==> src/rtl/cmp_pkg.sv <==
// Shared constants for the min/max scanner: comparator result coding and
// the controller state encoding.
package cmp_pkg;

  localparam logic [2:0] CMP_GT = 3'b100;
  localparam logic [2:0] CMP_EQ = 3'b010;
  localparam logic [2:0] CMP_LT = 3'b001;

  localparam logic [2:0] ST_IDLE    = 3'd0;
  localparam logic [2:0] ST_FIRST   = 3'd1;
  localparam logic [2:0] ST_ACCEPT  = 3'd2;
  localparam logic [2:0] ST_CMP_MAX = 3'd3;
  localparam logic [2:0] ST_CMP_MIN = 3'd4;
  localparam logic [2:0] ST_FIN     = 3'd5;

  typedef enum logic [2:0] {
    S_IDLE    = ST_IDLE,
    S_FIRST   = ST_FIRST,
    S_ACCEPT  = ST_ACCEPT,
    S_CMP_MAX = ST_CMP_MAX,
    S_CMP_MIN = ST_CMP_MIN,
    S_FIN     = ST_FIN
  } state_e;

endpackage

==> src/rtl/digital_comparator_5.sv <==
// 4-bit unsigned magnitude comparator with one-hot result:
// 100 = A>B, 010 = A=B, 001 = A<B.
module digital_comparator_5
  import cmp_pkg::*;
(
  input  logic [3:0] A,
  input  logic [3:0] B,
  output logic [2:0] Y
);

  always_comb begin
    if (A > B) begin
      Y = CMP_GT;
    end else if (A == B) begin
      Y = CMP_EQ;
    end else begin
      Y = CMP_LT;
    end
  end

endmodule

==> src/rtl/cmp_minmax_scanner.sv <==
// Burst min/max finder: one shared comparator is time-multiplexed between the
// running max and running min, giving one sample every three cycles.
module cmp_minmax_scanner
  import cmp_pkg::*;
#(
  parameter int N  = 8,
  parameter int IW = 4
) (
  input  logic          CLK,
  input  logic          RST,
  input  logic          START,
  input  logic [3:0]    IN_DATA,
  input  logic          IN_VALID,
  output logic          IN_READY,
  output logic [3:0]    MAX,
  output logic [3:0]    MIN,
  output logic [IW-1:0] MAX_IDX,
  output logic [IW-1:0] MIN_IDX,
  output logic          BUSY,
  output logic          DONE
);

  // One bit wider than the count so the final increment to N is representable.
  localparam logic [IW:0] N_LAST = (IW+1)'(N);

  state_e        state_q,   state_d;
  logic [IW-1:0] count_q,   count_d;
  logic [IW-1:0] sidx_q,    sidx_d;
  logic [3:0]    sample_q,  sample_d;
  logic [3:0]    max_q,     max_d;
  logic [3:0]    min_q,     min_d;
  logic [IW-1:0] max_idx_q, max_idx_d;
  logic [IW-1:0] min_idx_q, min_idx_d;

  logic [3:0]    cmp_b;
  logic [2:0]    cmp_y;
  logic [IW:0]   count_inc;

  // A is always the held sample; B selects the running extreme under test.
  assign cmp_b = (state_q == S_CMP_MIN) ? min_q : max_q;

  digital_comparator_5 u_cmp (
    .A (sample_q),
    .B (cmp_b),
    .Y (cmp_y)
  );

  assign count_inc = {1'b0, count_q} + (IW+1)'(1);

  always_comb begin
    // NOTE: every _d gets its hold value first, so no path can infer a latch.
    state_d   = state_q;
    count_d   = count_q;
    sidx_d    = sidx_q;
    sample_d  = sample_q;
    max_d     = max_q;
    min_d     = min_q;
    max_idx_d = max_idx_q;
    min_idx_d = min_idx_q;

    case (state_q)
      S_IDLE: begin
        if (START) begin
          state_d = S_FIRST;
          count_d = '0;
        end
      end
      S_FIRST: begin
        if (IN_VALID) begin
          max_d     = IN_DATA;
          min_d     = IN_DATA;
          max_idx_d = '0;
          min_idx_d = '0;
          count_d   = IW'(1);
          state_d   = S_ACCEPT;
        end
      end
      S_ACCEPT: begin
        if (IN_VALID) begin
          sample_d = IN_DATA;
          sidx_d   = count_q;
          state_d  = S_CMP_MAX;
        end
      end
      S_CMP_MAX: begin
        // Strict compare: equal values keep the earlier index.
        if (cmp_y == CMP_GT) begin
          max_d     = sample_q;
          max_idx_d = sidx_q;
        end
        state_d = S_CMP_MIN;
      end
      S_CMP_MIN: begin
        if (cmp_y == CMP_LT) begin
          min_d     = sample_q;
          min_idx_d = sidx_q;
        end
        count_d = count_inc[IW-1:0];
        state_d = (count_inc == N_LAST) ? S_FIN : S_ACCEPT;
      end
      S_FIN: begin
        state_d = S_IDLE;
      end
      default: begin
        state_d = S_IDLE;
      end
    endcase
  end

  always_ff @(posedge CLK or posedge RST) begin
    if (RST) begin
      state_q   <= S_IDLE;
      count_q   <= '0;
      sidx_q    <= '0;
      sample_q  <= '0;
      max_q     <= '0;
      min_q     <= '0;
      max_idx_q <= '0;
      min_idx_q <= '0;
    end else begin
      // NOTE: non-blocking so all flops sample the pre-edge values together.
      state_q   <= state_d;
      count_q   <= count_d;
      sidx_q    <= sidx_d;
      sample_q  <= sample_d;
      max_q     <= max_d;
      min_q     <= min_d;
      max_idx_q <= max_idx_d;
      min_idx_q <= min_idx_d;
    end
  end

  // Handshake and status decode only from registered state; IN_VALID never
  // reaches IN_READY combinationally.
  assign IN_READY = (state_q == S_FIRST) || (state_q == S_ACCEPT);
  assign BUSY     = (state_q != S_IDLE);
  assign DONE     = (state_q == S_FIN);
  assign MAX      = max_q;
  assign MIN      = min_q;
  assign MAX_IDX  = max_idx_q;
  assign MIN_IDX  = min_idx_q;

endmodule
==> config.mk <==
export PLATFORM = sky130hd
export DESIGN_NAME = cmp_minmax_scanner
export DESIGN_NICKNAME = d
export VERILOG_FILES = /design/src/rtl/cmp_pkg.sv /design/src/rtl/digital_comparator_5.sv /design/src/rtl/cmp_minmax_scanner.sv
export SDC_FILE = /design/constraint.sdc
export NUM_CORES = 1
export LEC_CHECK = 0
export CAP_MARGIN = 20
export CORE_ASPECT_RATIO = 1.2
export CORE_MARGIN = 3
export CORE_UTILIZATION = 43
export DETAILED_ROUTE_END_ITERATION = 6
export GPL_ROUTABILITY_DRIVEN = 0
export PLACE_DENSITY = 0.7
export SETUP_SLACK_MARGIN = 0.05
export SYNTH_ARGS = -nofsm -noshare
export SYNTH_HDL_FRONTEND = slang
export SYNTH_SLANG_ARGS = --single-unit
export TNS_END_PERCENT = 100
==> constraint.sdc <==
create_clock -name CLK -period 2.5 [get_ports CLK]
set_input_delay 0.25 -clock CLK [delete_from_list [all_inputs] [get_ports CLK]]
set_output_delay 0.25 -clock CLK [all_outputs]
set_load 0.02 [all_outputs]
==> impl_metrics.ini <==
[route]
drt-total-wl_microns = 3620
drtAntennaViolNets = 0
drtIter0Drc = 15
wire_per_inst_microns = 16.2
drcViolationCount = 0
via_per_inst = 5.61
via_count = 1251
first_pass_iters = 4

[global_routing]
grt_max_degree = 32
grt-ovfl-total = 0
grt_pass1_wl_microns = 6120
antenna_found_initial = 0
grt_usage = 0.185
grt_pass1_vias = 1318

[cts]
cts_tree = built
insertion_delay_ns = 0.28
htree_levels = 2
numCtsBuffers = 5
path_clk_slew_ns = 0.07
clk_path_buf_depth = 2
clockRootBuffer = clkbuf_8
cts.sinks = 31

[critical_path]
crit_buf_inv = 0
crit_family = simple AND/OR/NAND/NOR gates
startpoint_type = flip-flop
cp_data_arrival_time_ns = 2.48
endpoint_kind = flip-flop
cp_slowest_cell = dfrtp_2
worstSetupStartpoint = state_q[0]$_DFFE_PP0P_
critPathMaxStageDelay_ns = 0.45
worst_ep_required_time_ns = 2.65
crit_path_max_fanout = 8
r2r-start = state_q[0]$_DFFE_PP0P_
crit_chain = nand2b_2, nor2_2, mux2i_1, ha_1, o211ai_1, and3_2, o21ai_4, a221o_1
crit_type = flip-flop to flip-flop

[timing]
final.setup.worst_slack_ns = 0.177
maxSlewHeadroom = 0.701
rsz0062_at_grt = no
hold_viol = 0
slew_viol_final = 0
setup_violations = 0
finalCritPeriodShare = 0.929
finalSetupTns_ns = 0
finClkSkew_ns = 0.00785
final.min_clock_period_ns = 2.32
timing.fmax_mhz = 430
worst_slew_pin_slew_ns = 0.447

[synthesis]
synth_seq_cells = 31
syn_inst = 149
synth-async-reset-ratio = 1.00
yosys_most_used_dff = dfrtp_1
synth_top_area_cell = dfrtp_1
ys_types = 34
synthTopCellsByArea = dfrtp_1 (49%), mux2_2 (5.7%), ha_1 (4.8%)
ys_warn_count = 0
avgSynthCellArea_sq_um = 10.6
synth-edff-count = 0
yosysSeqAreaShare = 0.491
synth_nets = 163
yosysTopAreaCellShare = 0.491
syn_area_sq_um = 1580

[finish]
nNetsFinal = 199
antenna_cells = 0
fin_util = 0.601
area_growth_pct = 30.2
fin_area_sq_um = 2060
drive_gt1_frac = 0.237

[power_and_ir_drop]
p_per_area_nw_per_um2 = 1290
vdd_drop_max_mv = 0.714
total_power_uw = 2650
p_leak_uw = 0.000895

[placed_design]
dpl_cell_area_sq_um = 1900
numPortBuffers = 26
place_ws_ns = 0.0250
post-dp-hpwl_microns = 2660

[die]
initial_core_util = 0.461
die-area_sq_um = 4440
io_pins = 27
std_cell_rows = 23
core-area_sq_um = 3420
die_h_microns = 72.4
die_x_microns = 61.3

[hold_path]
hold_path.class = primary input to asynchronous set/reset pin

[status]
run_status = finished, final reports clean

[job]
cap_violations = 0
-- synthesized netlist by cell type (all sizes together) (4+ instances only) --
cell type  instances
a221o              4
nor2               8
mux2               8
and2               5
mux2i              7
buf                4
nor3               7
nand2             20
dfrtp             31
o21ai             12
inv                5
ha                 6
a21oi              8
a22o               4
nand2b             5
-- metrics by stage --
step	hold slack, ns	std cells
final	0.345	223
after CTS	0.351	221
after global placement	0.493	213
after detailed placement	0.497	213
after floorplan	0.354	149
after global routing	0.403	223
-- power breakdown --
group,switching [uW],internal (uW),leakage [uW]
Combinational,703,655,0.000445
Clock,179,250,0.0000505
Sequential,175,691,0.000400
-- worst register-to-register path, delay by kind of cell, from the launching register on --
kind / cells / cell delay [ns]
multiplexers: 1 / 0.21
flip-flops: 1 / 0.45
AND/OR/NAND/NOR: 3 / 0.63
AO/OA/AOI/OAI: 3 / 0.63
adder cells (fa/ha/maj): 1 / 0.30
-- cell families after synthesis --
logic type | Yosys count | synth area share
AND/OR/NAND/NOR | 53 | 0.174
AO/OA/AOI/OAI | 33 | 0.148
flip-flops | 31 | 0.491
multiplexers | 15 | 0.101
buffers and inverters | 10 | 0.0325
adder cells (fa/ha/maj) | 6 | 0.0475
XOR/XNOR | 1 | 0.00554
-- layer usage --
| metal | GRT usage | routed length [microns] | part of all wire | vias to the layer above |
|---|---|---|---|---|
| li1 | - | - | - | 604 |
| met1 | 0.233 | 1550 | 0.43 | 606 |
| met2 | 0.300 | 1840 | 0.51 | 32 |
| met3 | 0.0391 | 142 | 0.039 | 9 |
| met4 | 0.0802 | 88 | 0.024 | 0 |
| met5 | 0 | 0 | 0 | - |
-- sequential cells by signal (all words and copies together) (netlist names) --
| register | count |
|---|---|
| state_q | 3 |
| sidx_q | 4 |
| sample_q | 4 |
| MIN | 4 |
| MIN_IDX | 4 |
| count_q | 4 |
| MAX | 4 |
| MAX_IDX | 4 |
-- final timing paths --
kind	end	slack, ns	depth (start not counted)
min in group CLK	MIN_IDX[0]$_DFFE_PP0P_	0.51	1
min reg2reg	MIN_IDX[0]$_DFFE_PP0P_	0.51	1
max in group asynchronous	state_q[0]$_DFFE_PP0P_	1.84	3
max reg2reg	MIN[2]$_DFFE_PP0P_	0.18	8
max	MIN[2]$_DFFE_PP0P_	0.18	8
min	MIN_IDX[2]$_DFFE_PP0P_	0.35	3
-- layout by cell type (no fill, tap or decap) --
master and count:
o21ai_4 1, o21ai_0 11, clkdlybuf4s50_1 26, o22ai_1 1
a211oi_2 1, nor2b_1 1, buf_4 8, clkinvlp_4 1
nand2b_4 1, nor2_4 1, nand2b_2 2, ha_1 6
nor2b_4 1, nor2_1 5, xnor2_1 1, and2_4 1
nor3_1 7, a311oi_1 1, and3_2 1, mux2_2 8
mux2i_1 7, nand3_1 2, a221o_1 4, o211ai_1 2
dfrtp_1 30, a21oi_4 2, a22o_2 4, nand4_1 1
nand2b_1 2, a21oi_2 1, nor3b_1 1, dfrtp_2 1
and2_1 4, nand2_1 20, a21oi_1 5, nor2_2 2
inv_1 5, or2_2 1, clkbuf_8 7
-- timing repair --
action,in CTS,in global routing
cloned,0,0
pin swaps,0,3
gates resized for setup,1,10
endpoints found under the setup margin,6,16
buffers inserted,0,2
hold buffers,0,0
-- final cells by class --
cell class	instances	area [sq um]
multi-input combinational	108	792
timing repair buffer	34	320
fill	275	1370
clock inverter	1	7.51
inverter	5	18.8
tap	37	46.3
sequential	31	777
clock buffer	7	96.3
Power figures use the tool's default switching activity.
